### config.mk
export PLATFORM = sky130hd
export DESIGN_NAME = ps2_uart_bridge_flat
export DESIGN_NICKNAME = d
export VERILOG_FILES = /design/src/rtl/ps2_uart_bridge_if.sv /design/src/rtl/ps2_uart_bridge.sv /design/src/flat_wrapper.sv
export SDC_FILE = /design/constraint.sdc
export NUM_CORES = 1
export LEC_CHECK = 0
export CAP_MARGIN = 30
export CORE_MARGIN = 1.5
export CORE_UTILIZATION = 50
export DETAILED_ROUTE_END_ITERATION = 6
export PLACE_DENSITY = 0.67
export SETUP_SLACK_MARGIN = 0.5
export SLEW_MARGIN = 5
export SYNTH_ARGS = -nofsm -noshare
export SYNTH_HDL_FRONTEND = slang
export SYNTH_SLANG_ARGS = --single-unit
### constraint.sdc
create_clock -name clk_i -period 4.4 [get_ports clk_i]
set_input_delay 0.66 -clock clk_i [delete_from_list [all_inputs] [get_ports clk_i]]
set_output_delay 0.66 -clock clk_i [all_outputs]
set_load 0.02 [all_outputs]
### src/rtl/ps2_uart_bridge_if.sv
// ps2_uart_bridge_if: signal bundle between the PS/2-to-UART bridge and
// its surroundings.
//   slave  : the bridge itself (takes the PS/2 lines and controls,
//            drives code / status / serial outputs)
//   master : whatever drives the bridge (keyboard side plus host controls)
// Signals:
//   ps2_clk_i, ps2_data_i : raw asynchronous PS/2 lines
//   tx_en_i               : level, allows the UART engine to pop the FIFO
//   flush_i               : one-cycle pulse, empties FIFO and sticky flags
//   ps2_code_o            : last correctly framed byte
//   code_valid_o          : one-cycle pulse when ps2_code_o updates
//   fifo_count_o          : FIFO occupancy, $clog2(FIFO_DEPTH)+1 bits
//   overflow_o            : sticky, byte dropped on a full FIFO
//   frame_err_o           : sticky, parity / stop / timeout error
//   tx_busy_o             : UART frame in progress
//   uart_tx_o             : serial line, idles high
interface ps2_uart_bridge_if #(
    parameter int FIFO_DEPTH = 16
);
    localparam int CW = $clog2(FIFO_DEPTH) + 1;

    logic          ps2_clk_i;
    logic          ps2_data_i;
    logic          tx_en_i;
    logic          flush_i;
    logic [7:0]    ps2_code_o;
    logic          code_valid_o;
    logic [CW-1:0] fifo_count_o;
    logic          overflow_o;
    logic          frame_err_o;
    logic          tx_busy_o;
    logic          uart_tx_o;

    modport slave (
        input  ps2_clk_i, ps2_data_i, tx_en_i, flush_i,
        output ps2_code_o, code_valid_o, fifo_count_o,
               overflow_o, frame_err_o, tx_busy_o, uart_tx_o
    );

    modport master (
        output ps2_clk_i, ps2_data_i, tx_en_i, flush_i,
        input  ps2_code_o, code_valid_o, fifo_count_o,
               overflow_o, frame_err_o, tx_busy_o, uart_tx_o
    );
endinterface

### src/rtl/ps2_uart_bridge.sv
// ps2_uart_bridge: receives PS/2 scan-code frames, buffers good bytes in a
// FIFO and streams them out as 8N1/8N2 UART frames.
// Ports:
//   clk_i   : system clock, everything on its rising edge
//   reset_i : synchronous, active-high reset
//   bus     : ps2_uart_bridge_if.slave (PS/2 lines, tx_en/flush controls,
//             code / FIFO / sticky-flag status and the UART line)
// Parameters: CLK_HZ, BAUD (bit period DIV = CLK_HZ/BAUD >= 4),
//   FIFO_DEPTH (power of 2, >= 2), STOP_BITS (1 or 2), PS2_TIMEOUT_CYC.
// Optional feature: define BRIDGE_BREAK_FILTER_EN to keep 8'hF0 and the
//   byte following it out of the FIFO (break codes never reach the UART).
module ps2_uart_bridge #(
    parameter int CLK_HZ          = 10_000_000,
    parameter int BAUD            = 115200,
    parameter int FIFO_DEPTH      = 16,
    parameter int STOP_BITS       = 1,
    parameter int PS2_TIMEOUT_CYC = 10_000
) (
    input logic              clk_i,
    input logic              reset_i,
    ps2_uart_bridge_if.slave bus
);
    localparam int DIV = CLK_HZ / BAUD;
    localparam int AW  = $clog2(FIFO_DEPTH);
    localparam int CW  = AW + 1;
    localparam int BCW = $clog2(DIV);
    localparam int TCW = $clog2(PS2_TIMEOUT_CYC + 1);

    // ------------------------------------------------------------------
    // Input synchronizers. ps2_clk_sr[1] is the synchronized clock,
    // ps2_clk_sr[2] its previous value for falling-edge detection.
    // ------------------------------------------------------------------
    logic [2:0] ps2_clk_sr;
    logic [1:0] ps2_dat_sr;
    logic       ps2_fall;
    logic       ps2_bit;

    always_ff @(posedge clk_i) begin
        if (reset_i) begin
            ps2_clk_sr <= 3'b111;
            ps2_dat_sr <= 2'b11;
        end else begin
            ps2_clk_sr <= {ps2_clk_sr[1:0], bus.ps2_clk_i};
            ps2_dat_sr <= {ps2_dat_sr[0], bus.ps2_data_i};
        end
    end

    assign ps2_fall = ps2_clk_sr[2] & ~ps2_clk_sr[1];
    assign ps2_bit  = ps2_dat_sr[1];

    // ------------------------------------------------------------------
    // PS/2 receive FSM
    // ------------------------------------------------------------------
    typedef enum logic [1:0] {RX_IDLE, RX_DATA, RX_PARITY, RX_STOP} rx_state_t;

    rx_state_t      rx_state, rx_state_nx;
    logic [2:0]     rx_bit_cnt;
    logic [7:0]     rx_shift;
    logic [TCW-1:0] rx_idle_cnt;
    logic           rx_timeout;
    logic           rx_good;
    logic           rx_err;

    // Fires on the PS2_TIMEOUT_CYC-th consecutive cycle without an edge.
    assign rx_timeout = (rx_state != RX_IDLE) && !ps2_fall &&
                        (rx_idle_cnt == TCW'(PS2_TIMEOUT_CYC - 1));

    always_ff @(posedge clk_i) begin
        if (reset_i) rx_state <= RX_IDLE;
        else         rx_state <= rx_state_nx;
    end

    always_comb begin
        rx_state_nx = rx_state;
        rx_good     = 1'b0;
        rx_err      = 1'b0;
        if (rx_timeout) begin
            rx_state_nx = RX_IDLE;
            rx_err      = 1'b1;
        end else if (ps2_fall) begin
            case (rx_state)
                RX_IDLE:   if (!ps2_bit) rx_state_nx = RX_DATA;
                RX_DATA:   if (rx_bit_cnt == 3'd7) rx_state_nx = RX_PARITY;
                RX_PARITY: begin
                    // odd parity: data plus parity bit must hold an odd count of ones
                    if (^{rx_shift, ps2_bit}) begin
                        rx_state_nx = RX_STOP;
                    end else begin
                        rx_state_nx = RX_IDLE;
                        rx_err      = 1'b1;
                    end
                end
                RX_STOP: begin
                    rx_state_nx = RX_IDLE;
                    if (ps2_bit) rx_good = 1'b1;
                    else         rx_err  = 1'b1;
                end
                default: rx_state_nx = RX_IDLE;
            endcase
        end
    end

    always_ff @(posedge clk_i) begin
        if (reset_i) begin
            rx_bit_cnt  <= '0;
            rx_shift    <= '0;
            rx_idle_cnt <= '0;
        end else begin
            if (rx_state == RX_IDLE || ps2_fall) rx_idle_cnt <= '0;
            else                                 rx_idle_cnt <= rx_idle_cnt + TCW'(1);

            if (rx_state == RX_IDLE) begin
                rx_bit_cnt <= '0;
            end else if (rx_state == RX_DATA && ps2_fall) begin
                rx_shift   <= {ps2_bit, rx_shift[7:1]};   // LSB arrives first
                rx_bit_cnt <= rx_bit_cnt + 3'd1;
            end
        end
    end

    // ------------------------------------------------------------------
    // Code output and push request (one cycle after the stop-bit edge)
    // ------------------------------------------------------------------
    logic [7:0] code_q;
    logic       code_vld_q;
    logic       push_req;
    logic       keep_byte;

`ifdef BRIDGE_BREAK_FILTER_EN
    // brk_pend: an F0 was seen, so the next good byte is its break payload.
    logic brk_pend;

    assign keep_byte = !brk_pend && (rx_shift != 8'hF0);

    always_ff @(posedge clk_i) begin
        if (reset_i || bus.flush_i) brk_pend <= 1'b0;
        else if (rx_good)           brk_pend <= !brk_pend && (rx_shift == 8'hF0);
    end
`else
    assign keep_byte = 1'b1;
`endif

    always_ff @(posedge clk_i) begin
        if (reset_i) begin
            code_q     <= '0;
            code_vld_q <= 1'b0;
            push_req   <= 1'b0;
        end else begin
            code_vld_q <= rx_good;
            push_req   <= rx_good && keep_byte;
            if (rx_good) code_q <= rx_shift;
        end
    end

    // ------------------------------------------------------------------
    // Scan-code FIFO
    // ------------------------------------------------------------------
    logic [7:0]    fifo_mem [FIFO_DEPTH];
    logic [AW-1:0] wr_ptr, rd_ptr;
    logic [CW-1:0] count;
    logic          fifo_full;
    logic          tx_pop;
    logic          push_ok;
    logic          overflow_q;
    logic          frame_err_q;

    assign fifo_full = (count == CW'(FIFO_DEPTH));
    // A pop can only happen with count > 0, so push+pop on empty is push only.
    assign push_ok   = push_req && (!fifo_full || tx_pop);

    always_ff @(posedge clk_i) begin
        if (push_ok && !bus.flush_i) fifo_mem[wr_ptr] <= code_q;
    end

    always_ff @(posedge clk_i) begin
        if (reset_i || bus.flush_i) begin
            wr_ptr <= '0;
            rd_ptr <= '0;
            count  <= '0;
        end else begin
            if (push_ok) wr_ptr <= wr_ptr + AW'(1);
            if (tx_pop)  rd_ptr <= rd_ptr + AW'(1);
            case ({push_ok, tx_pop})
                2'b10:   count <= count + CW'(1);
                2'b01:   count <= count - CW'(1);
                default: count <= count;
            endcase
        end
    end

    always_ff @(posedge clk_i) begin
        if (reset_i || bus.flush_i) begin
            overflow_q  <= 1'b0;
            frame_err_q <= 1'b0;
        end else begin
            if (push_req && !push_ok) overflow_q  <= 1'b1;
            if (rx_err)               frame_err_q <= 1'b1;
        end
    end

    // ------------------------------------------------------------------
    // UART transmit FSM
    // ------------------------------------------------------------------
    typedef enum logic [1:0] {TX_IDLE, TX_START, TX_DATA, TX_STOP} tx_state_t;

    tx_state_t      tx_state, tx_state_nx;
    logic [BCW-1:0] baud_cnt;
    logic [2:0]     tx_bit_cnt;
    logic           tx_stop_cnt;
    logic [7:0]     tx_shift;
    logic           baud_tick;
    logic           last_stop;
    logic           tx_line;
    logic           tx_busy_q;

    assign tx_pop    = (tx_state == TX_IDLE) && bus.tx_en_i && (count != '0);
    assign baud_tick = (baud_cnt == BCW'(DIV - 1));
    assign last_stop = (tx_stop_cnt == 1'(STOP_BITS - 1));

    always_ff @(posedge clk_i) begin
        if (reset_i) tx_state <= TX_IDLE;
        else         tx_state <= tx_state_nx;
    end

    always_comb begin
        tx_state_nx = tx_state;
        case (tx_state)
            TX_IDLE:  if (tx_pop) tx_state_nx = TX_START;
            TX_START: if (baud_tick) tx_state_nx = TX_DATA;
            TX_DATA:  if (baud_tick && tx_bit_cnt == 3'd7) tx_state_nx = TX_STOP;
            TX_STOP:  if (baud_tick && last_stop) tx_state_nx = TX_IDLE;
            default:  tx_state_nx = TX_IDLE;
        endcase
    end

    always_ff @(posedge clk_i) begin
        if (reset_i) begin
            baud_cnt    <= '0;
            tx_bit_cnt  <= '0;
            tx_stop_cnt <= 1'b0;
            tx_shift    <= '0;
        end else if (tx_state == TX_IDLE) begin
            baud_cnt    <= '0;
            tx_bit_cnt  <= '0;
            tx_stop_cnt <= 1'b0;
            if (tx_pop) tx_shift <= fifo_mem[rd_ptr];
        end else if (baud_tick) begin
            baud_cnt <= '0;
            if (tx_state == TX_DATA) begin
                tx_shift   <= {1'b1, tx_shift[7:1]};
                tx_bit_cnt <= tx_bit_cnt + 3'd1;
            end
            if (tx_state == TX_STOP) tx_stop_cnt <= 1'b1;
        end else begin
            baud_cnt <= baud_cnt + BCW'(1);
        end
    end

    // Line and busy are registered from the next state so the pin never
    // glitches on state transitions.
    always_ff @(posedge clk_i) begin
        if (reset_i) begin
            tx_line   <= 1'b1;
            tx_busy_q <= 1'b0;
        end else begin
            tx_busy_q <= (tx_state_nx != TX_IDLE);
            case (tx_state_nx)
                TX_START: tx_line <= 1'b0;
                TX_DATA:  tx_line <= (tx_state == TX_DATA && baud_tick) ? tx_shift[1]
                                                                        : tx_shift[0];
                default:  tx_line <= 1'b1;
            endcase
        end
    end

    assign bus.ps2_code_o   = code_q;
    assign bus.code_valid_o = code_vld_q;
    assign bus.fifo_count_o = count;
    assign bus.overflow_o   = overflow_q;
    assign bus.frame_err_o  = frame_err_q;
    assign bus.tx_busy_o    = tx_busy_q;
    assign bus.uart_tx_o    = tx_line;
endmodule

### src/flat_wrapper.sv
// flat-port wrapper written by rule: the top's interface ports become plain ports
module ps2_uart_bridge_flat 
#(
    parameter int CLK_HZ          = 10_000_000,
    parameter int BAUD            = 115200,
    parameter int FIFO_DEPTH      = 16,
    parameter int STOP_BITS       = 1,
    parameter int PS2_TIMEOUT_CYC = 10_000
)
  (clk_i, reset_i, bus_ps2_clk_i, bus_ps2_data_i, bus_tx_en_i, bus_flush_i, bus_ps2_code_o, bus_code_valid_o, bus_fifo_count_o, bus_overflow_o, bus_frame_err_o, bus_tx_busy_o, bus_uart_tx_o);
  ps2_uart_bridge_if #(.FIFO_DEPTH(FIFO_DEPTH)) bus_i ();
  input logic clk_i;
  input logic reset_i;
  input wire logic [$bits(bus_i.ps2_clk_i)-1:0] bus_ps2_clk_i;
  input wire logic [$bits(bus_i.ps2_data_i)-1:0] bus_ps2_data_i;
  input wire logic [$bits(bus_i.tx_en_i)-1:0] bus_tx_en_i;
  input wire logic [$bits(bus_i.flush_i)-1:0] bus_flush_i;
  output wire logic [$bits(bus_i.ps2_code_o)-1:0] bus_ps2_code_o;
  output wire logic [$bits(bus_i.code_valid_o)-1:0] bus_code_valid_o;
  output wire logic [$bits(bus_i.fifo_count_o)-1:0] bus_fifo_count_o;
  output wire logic [$bits(bus_i.overflow_o)-1:0] bus_overflow_o;
  output wire logic [$bits(bus_i.frame_err_o)-1:0] bus_frame_err_o;
  output wire logic [$bits(bus_i.tx_busy_o)-1:0] bus_tx_busy_o;
  output wire logic [$bits(bus_i.uart_tx_o)-1:0] bus_uart_tx_o;
  assign bus_i.ps2_clk_i = bus_ps2_clk_i;
  assign bus_i.ps2_data_i = bus_ps2_data_i;
  assign bus_i.tx_en_i = bus_tx_en_i;
  assign bus_i.flush_i = bus_flush_i;
  assign bus_ps2_code_o = bus_i.ps2_code_o;
  assign bus_code_valid_o = bus_i.code_valid_o;
  assign bus_fifo_count_o = bus_i.fifo_count_o;
  assign bus_overflow_o = bus_i.overflow_o;
  assign bus_frame_err_o = bus_i.frame_err_o;
  assign bus_tx_busy_o = bus_i.tx_busy_o;
  assign bus_uart_tx_o = bus_i.uart_tx_o;
  ps2_uart_bridge #(.CLK_HZ(CLK_HZ), .BAUD(BAUD), .FIFO_DEPTH(FIFO_DEPTH), .STOP_BITS(STOP_BITS), .PS2_TIMEOUT_CYC(PS2_TIMEOUT_CYC)) u_core (.clk_i(clk_i), .reset_i(reset_i), .bus(bus_i));
endmodule
==> impl_metrics.ini <==
[route]
vias = 5173
routedWlPerCell_um = 19.6
via_per_inst = 5.67
firstDrtPassIters = 5
totalWireLength_um = 17900
ant_nets = 0
first_iter_violations = 411
drc = 0

[final_layout]
antenna_cells = 0
most-common-layout-cells = edfxtp_1 (128), nor2_1 (85), dfxtp_1 (82)
mostFrequentLayoutCell = edfxtp_1
stdcell_count = 912
area_growth_pct = 15.0
fin_nets = 699
drive_above_1_share_pct = 15.6
n_fill_cell = 1333

[die]
die_height_um = 134
fp.coreArea_um2 = 16700
start_util_pct = 51.6
rows = 47
die_w_um = 134
ios = 24
fp.dieArea_um2 = 18000

[timing]
final-hold-violation-count = 0
tightest_slew_ns = 0.961
fin_setup_tns_ns = 0
whs_ns = 0.410
rsz0062_at_grt = no
fin_crit_sh_pct = 69.1
period_minus_slack_ns = 3.04
max_slew_margin_pct = 35.8
fmax_ghz = 0.329
finalSetupViolations = 0
fin_skew_ns = 0.00892
slew_viol_final = 0

[yosys]
yosys.area_share.simple_pct = 10.6
synth-adder-area-share_pct = 2.41
synth_mux_area_share_pct = 11.1
synth_compound_area_share_pct = 6.26
netlist_area_um2 = 8610
synth_flop_cell = edfxtp_1
postSynthAreaPerCell_um2 = 13.5
synth_top_family_by_area = multiplexers
synthTopCellsByArea = edfxtp_1 (45%), dfxtp_1 (19%), mux4_2 (6.5%)
synth_xor_area_share_pct = 3.57
ys_types = 58
synth_area_leader_cell = edfxtp_1
synth_nets = 660
synth-async-reset-ratio_pct = 0
synth_edf_count = 128
synth_cells = 638
ys_ff_latch = 211
synth-seq-area-share_pct = 63.9
synth_top_area_share_pct = 44.6
yosysWarnings = 0

[power_and_ir_drop]
p_leak_uw = 0.00333
p_switching_uw = 746
finalPower_uw = 4000
power.density_nw_per_um2 = 404
swShare_pct = 18.7
p_int_uw = 3250
power_frac_clock_pct = 47.4
pwr-share-comb_pct = 0.7
power_frac_seq_pct = 51.9
max-vdd-ir-drop_mv = 0.311

[clock_network]
root_buffer = clkbuf_16
clk_path_buf_depth = 3
clk_latency_ns = 0.49
h-tree-depth = 1
cts_resized = 0
cts_tree = done
cts_sinks = 211
cts_inserted_buffers = 21
cts_hold_buf = 0
post_cts_buffers = 0
path_clk_slew_ns = 0.06

[flow_run]
maxCapViolations = 0

[placement]
gp_congestion = 0.872
dpl.cell_count = 873
dpl.hpwl_um = 12000
port_buffers = 23

[setup_path]
worstPathArrival_ns = 3.46
cpPeakStageDelay_ns = 0.65
crit_type = in -> reg
cp_cell_sequence = clkdlybuf4s50_1, or4b_2, a21oi_2, ha_1, a21o_1, a21oi_1, nor3b_1, o21ai_0, a31oi_1
critPathSlowestCell = or4b_2
path_delay_family = compound AO/OA/AOI/OAI gates
crit_required_ns = 4.82
end_kind = flop
path_max_fanout = 5
path_buf_inv = 1
crit_path_start_kind = primary input

[global_route]
grt_pass1_vias = 5174
grt-ovfl-total = 0
antenna_found_initial = 0
grt_start_max_net_pins = 40
grt_pass1_wl_um = 28200
globalRouteTotalUtil_pct = 20.4

[min_path]
worstHoldPathType = reg -> reg

[outcome]
status = complete, no violations
[synthesized netlist by cell type (2+ instances only)]
master,instances
buf_4,2
nand4b_1,2
o21ai_0,13
nor3b_1,2
and3_1,7
o22ai_1,7
mux2_2,15
o32ai_1,8
nand3_1,8
nand2_1,41
nor2_1,85
nand4_1,3
ha_1,15
xor2_1,16
a211oi_1,2
nor2b_1,2
nor4_1,3
buf_1,2
inv_1,19
a22oi_1,6
or4b_2,2
dfxtp_1,83
nand2b_1,8
nor3_1,14
a22o_1,2
xnor3_1,2
a21oi_2,2
a21o_1,3
a21oi_1,24
mux2i_1,22
or2_2,8
buf_2,7
xnor2_1,14
a31oi_1,2
edfxtp_1,128
clkbuf_1,12
and3b_1,2
mux4_2,25
[power groups by stage]
stage / registers (µW) / logic, µW / clock network (µW)
6_report: 2070 / 27.3 / 1900
3_5_place_dp: 2120 / 27.1 / 0
5_1_grt: 2070 / 29.8 / 2000
2_1_floorplan: 2120 / 17.3 / 0
4_1_cts: 2070 / 27.3 / 1920
3_3_place_gp: 2120 / 26.2 / 0
[routing by layer]
metal / wire length, µm / up-vias / global-route usage (%)
met2: 8580 / 156 / 33.4
met1: 7960 / 2570 / 28.6
met5: 0 / - / 0
met3: 1020 / 21 / 3.10
met4: 309 / 0 / 5.14
li1: - / 2426 / -
[sequential cells by signal, summed over array words and instances, names as in the netlist, 3 cells and up, named ones only]
register                 count
u_core.wr_ptr                4
u_core.rx_shift              8
u_core.tx_bit_cnt            3
u_core.bus.ps2_code_o        8
u_core.rx_idle_cnt          14
u_core.bus.fifo_count_o      5
u_core.rd_ptr                4
u_core.tx_shift              8
u_core.baud_cnt              7
u_core.rx_bit_cnt            3
u_core.fifo_mem            128
u_core.ps2_clk_sr            3
[cell families after synthesis]
logic type / count (synthesis)
buf+inv: 43
flops: 211
xor+xnor: 32
mux: 62
fa+ha+maj: 16
compound gates: 80
simple gates: 194
[path summary, 6_finish.rpt]
| kind | startpoint | to | slack (ns) | cells after the start |
|---|---|---|---|---|
| max | bus_tx_en_i | u_core.bus.fifo_count_o[4] | 1.36 | 9 |
| max reg2reg | u_core.tx_state[0] | u_core.bus.fifo_count_o[4] | 1.45 | 8 |
| min reg2reg | u_core.ps2_dat_sr[0] | u_core.ps2_dat_sr[1] | 0.41 | 1 |
| min | u_core.ps2_dat_sr[0] | u_core.ps2_dat_sr[1] | 0.41 | 1 |
[layout make-up]
class	count	area [µm²]	share of cell area, %
inverters	19	71.3	0.720
clock inverters	16	209	2.11
repair buffers	40	390	3.94
multi-input cells	384	2920	29.5
flip-flops and latches	211	5510	55.6
well taps	220	275	2.78
clock buffers	22	529	5.34
[metrics by stage]
stage | worst slack, ns | cell area (µm²) | utilization (%)
finish | 1.36 | 9900 | 59.3
global route | 1.24 | 9900 | 59.3
CTS | 1.41 | 9880 | 59.2
detailed placement | 0.893 | 9140 | 54.7
global placement | 1.01 | 9120 | 54.6
floorplan | 1.68 | 8610 | -
(Power assumes the default switching activity.)
==> patch 1: new RTL, config.mk and constraints unchanged <==
`PS2_TIMEOUT_CYC` is set to 10_000 in 2 places; all go to 5_000.
--- a/src/rtl/ps2_uart_bridge.sv
+++ b/src/rtl/ps2_uart_bridge.sv
@@ -15,5 +15,5 @@
     parameter int FIFO_DEPTH      = 16,
     parameter int STOP_BITS       = 1,
-    parameter int PS2_TIMEOUT_CYC = 10_000
+    parameter int PS2_TIMEOUT_CYC = 5_000
 ) (
     input logic              clk_i,
--- a/src/flat_wrapper.sv
+++ b/src/flat_wrapper.sv
@@ -6,5 +6,5 @@
     parameter int FIFO_DEPTH      = 16,
     parameter int STOP_BITS       = 1,
-    parameter int PS2_TIMEOUT_CYC = 10_000
+    parameter int PS2_TIMEOUT_CYC = 5_000
 )
   (clk_i, reset_i, bus_ps2_clk_i, bus_ps2_data_i, bus_tx_en_i, bus_flush_i, bus_ps2_code_o, bus_code_valid_o, bus_fifo_count_o, bus_overflow_o, bus_frame_err_o, bus_tx_busy_o, bus_uart_tx_o);
Check against the original RTL: no difference found for any inputs over 10 cycles, from zero or initial values and one cycle with reset_i high; that may be too few to reach the edited logic, so the function may still have changed.
==> patch 1 against the original RTL <==
  * Via count decreased by 2.8%
  * Sequential power hardly changed
  * Synthesized cell count decreased by 1.6%
  * Design area is 0.11% lower
  * First-iteration DRC count decreased by 28%
  * Clock skew is 6.5 ps higher
  * Critical path depth unchanged
  * Die area increased by 0.23%
  * Worst setup slack got worse by 220 ps
  * Power is 0.71% lower
  * Routed wire length down 4.4%
  * Synthesized area is 0.23% higher
  * Sequential cell count decreased by 1
  * Largest cell class unchanged
  * Largest power group unchanged
  * Highest routed layer unchanged
==> patch 1: results (changes against the original RTL) <==
* Status: finished, final reports clean
* Post-place setup slack at 672 ps (-220 ps)
* CTS Buf Count at 22 (+4.8%)
* Max incr delay on CP at 560 ps (-90 ps)
* Vias in the first global route at 5,194 (+0.39%)
* Met2 usage at 33.4% (-0.057 points)
* M1 WL at 7650 um (-4.0%)
* CP arrival at 3630 ps (+170 ps)
* First-pass GRT wire length at 27,700 um (-1.6%)
* Leading cell types by count after synthesis: 128 x edfxtp_1, 82 x dfxtp_1, 73 x nor2_1
* Layout cells sized above 1 at 16.3% (+0.69 points)
* Fin nets at 687 (-1.7%)
* R2R setup slack at 1370 ps (-80 ps)
* WL met2 at 8380 um (-2.4%)
* Fillers at 1,336 (+0.23%)
* Sequential area share after synthesis at 63.6% (-0.38 points)
* Post-Route WL at 17,100 um (-4.4%)
* Highest-delay cell along the critical path: or3b_2
* Met3 routed WL at 606 um (-40%)
* Detailed placement HPWL at 11,400 um (-5.0%)
* VDD IR max at 0.359 mV (+16%)
* Pleak at 3.33 nW (about the same)
* Hold Slack at 414 ps (+3.62 ps)
* Switching pwr at 0.000748 W (+0.29%)
* Worst Clk Skew at 15.4 ps (+6.47 ps)
* Dpl cells at 861 (-1.4%)
* Largest cells by area after synthesis: edfxtp_1 45%, dfxtp_1 19%, mux4_2 5.5%, mux2i_1 3.2%, nor2_1 3.2%
* Post-synthesis cell count at 628 (-1.6%)
* Largest net degree at the start of global routing at 39 (-2.5%)
* Comb pwr share at 0.9% (+0.2 points)
* Total GRT Usage at 19.9% (-0.50 points)
patch 1: cell types whose count changed after synthesis, moves of 5 or more:
cell | before | now
o32ai_1 | 8 | 1
a221oi_1 | 0 | 5
inv_1 | 19 | 13
a32o_1 | 0 | 6
or2_2 | 8 | 15
nand2_1 | 41 | 47
mux2i_1 | 22 | 28
a21oi_1 | 24 | 19
nor3_1 | 14 | 9
nor2_1 | 85 | 73
patch 1: area by class of cell:
class / count / area share [%]
clock buffers: 26 / 6.03
well taps: 220 / 2.78
flip-flops and latches: 210 / 55.5
multi-input cells: 379 / 30.0
inverters: 13 / 0.493
clock inverters: 14 / 1.44
repair buffers: 39 / 3.74
patch 1: through the flow:
step	total power (W)	util [%]	area, um2
2_1_floorplan	0.00214	-	8630
3_3_place_gp	0.00215	54.6	9120
3_5_place_dp	0.00215	54.8	9150
4_1_cts	0.00400	59.2	9890
5_1_grt	0.00410	59.2	9890
6_report	0.00397	59.2	9890
==> patch 2: new RTL, config.mk and constraints unchanged <==
Without the edit above. The 4 states of `rx_state_t` get a one-hot encoding in 4 bits.
--- a/src/rtl/ps2_uart_bridge.sv
+++ b/src/rtl/ps2_uart_bridge.sv
@@ -52,5 +52,5 @@
     // PS/2 receive FSM
     // ------------------------------------------------------------------
-    typedef enum logic [1:0] {RX_IDLE, RX_DATA, RX_PARITY, RX_STOP} rx_state_t;
+    typedef enum logic [3:0] {RX_IDLE = 4'b0001, RX_DATA = 4'b0010, RX_PARITY = 4'b0100, RX_STOP = 4'b1000} rx_state_t;
 
     rx_state_t      rx_state, rx_state_nx;
Function: no difference found for any inputs over 10 cycles, from zero or initial values and one cycle with reset_i high; not proved beyond that.
==> patch 2 against the original RTL <==
  * Fmax is 5.2% higher
  * Design area down 1.1%
  * Routed wire length decreased by 2.1%
  * Sequential cell count grew 2
  * Synthesized area grew 1.5%
  * Worst setup slack better by 150 ps
  * Power down 7.1%
  * Clock skew increased by 1.5 ps
==> patch 2: results (changes against the original RTL) <==
* Met3 Track Usage GR at 2.73% (-0.37 points)
* Unique masters post-synth at 64 (+10%)
* Sequential area share after synthesis at 63.5% (-0.48 points)
* Met2 usage at 34.7% (+1.2 points)
* Reg-to-Reg Start: u_core.tx_state[1]$_SDFF_PP0_
* Fin nets at 674 (-3.6%)
* GR Layer Usage met1 at 25.9% (-2.8 points)
* WL met2 at 8880 um (+3.4%)
* CP arrival at 3250 ps (-210 ps)
* Largest cells by area after synthesis: edfxtp_1 44%, dfxtp_1 19%, mux4_2 7.2%, nor2_1 3.8%, mux2i_1 2.7%
* R2R setup slack at 1660 ps (+210 ps)
* Detailed placement HPWL at 11,800 um (-1.7%)
* GP Congestion at 0.833 (-4.5%)
* Tightest Pin Transition at 978 ps (+16.3 ps)
* Worst Clk Skew at 10.5 ps (+1.53 ps)
* Initial DRC Count at 376 (-8.5%)
* Status: finished, final reports clean
* Leading cell types by count after synthesis: 128 x edfxtp_1, 89 x nor2_1, 85 x dfxtp_1
* Post-Route WL at 17,500 um (-2.1%)
* Yosys top cell area share at 44.0% (-0.65 points)
* Via count at 5,010 (-3.2%)
* Largest net degree at the start of global routing at 20 (-50%)
* Layout cells sized above 1 at 13.1% (-2.5 points)
* Syn nets at 648 (-1.8%)
* Total GRT Usage at 20.0% (-0.38 points)
* VDD IR max at 0.227 mV (-27%)
* Hold Slack at 412 ps (+2.01 ps)
* M1 WL at 7280 um (-8.6%)
* Vias in the first global route at 5,065 (-2.1%)
* Met3 routed WL at 828 um (-18%)
patch 2: cell types whose count changed in the layout (fill, tap and decap cells not counted), sizes merged, moves of 7 or more:
cell | before | now
nand2 | 41 | 19
mux2 | 15 | 2
clkbuf | 22 | 34
nor3 | 15 | 3
a22oi | 6 | 15
buf | 17 | 8
nand3 | 8 | 16
mux4 | 25 | 32
o32ai | 8 | 1
patch 2: logic make-up (layout without fill, tap and decap cells):
group,count (synthesis),count (layout),share of synthesized area (%)
multiplexers,58,58,11.5
flip-flops,213,213,63.5
AO/OA/AOI/OAI,78,78,6.06
XOR/XNOR,34,34,3.57
adder cells (fa/ha/maj),16,16,2.38
buffers and inverters,43,83,2.29
AND/OR/NAND/NOR,184,184,10.8
patch 2: metrics by stage:
stage,std cells,worst slack [ps],power [W],instance area [um2],utilization [%]
4_1_cts,891,1530,0.00375,9790,57.0
2_1_floorplan,626,1730,0.00215,8740,-
3_3_place_gp,852,1100,0.00216,9150,53.3
6_report,891,1510,0.00371,9790,57.0
5_1_grt,891,1380,0.00381,9790,57.0
3_5_place_dp,854,1030,0.00216,9200,53.5
patch 2: layout make-up:
type,count,area (um2),area share [%]
timing repair buffer,31,318,3.24
tap,225,282,2.87
inverter,15,56.3,0.575
multi-input combinational,370,2990,30.6
clock inverter,3,15.0,0.153
clock buffer,34,584,5.97
sequential,213,5550,56.6
patch 2: where the power goes:
part           switching (W)  internal (W)
Sequential        0.00000194       0.00209
Combinational      0.0000155     0.0000113
Clock               0.000689      0.000905
Total               0.000706       0.00301
patch 2: worst max-delay path, cell delays in order:
cell and delay, ps:
clkdlybuf4s50_1 490, or3b_1 480, a211oi_4 410, inv_1 100, fa_1 410, nor2b_1 110
o21ai_0 100, and2_1 200, o221ai_1 170, a31oi_1 110
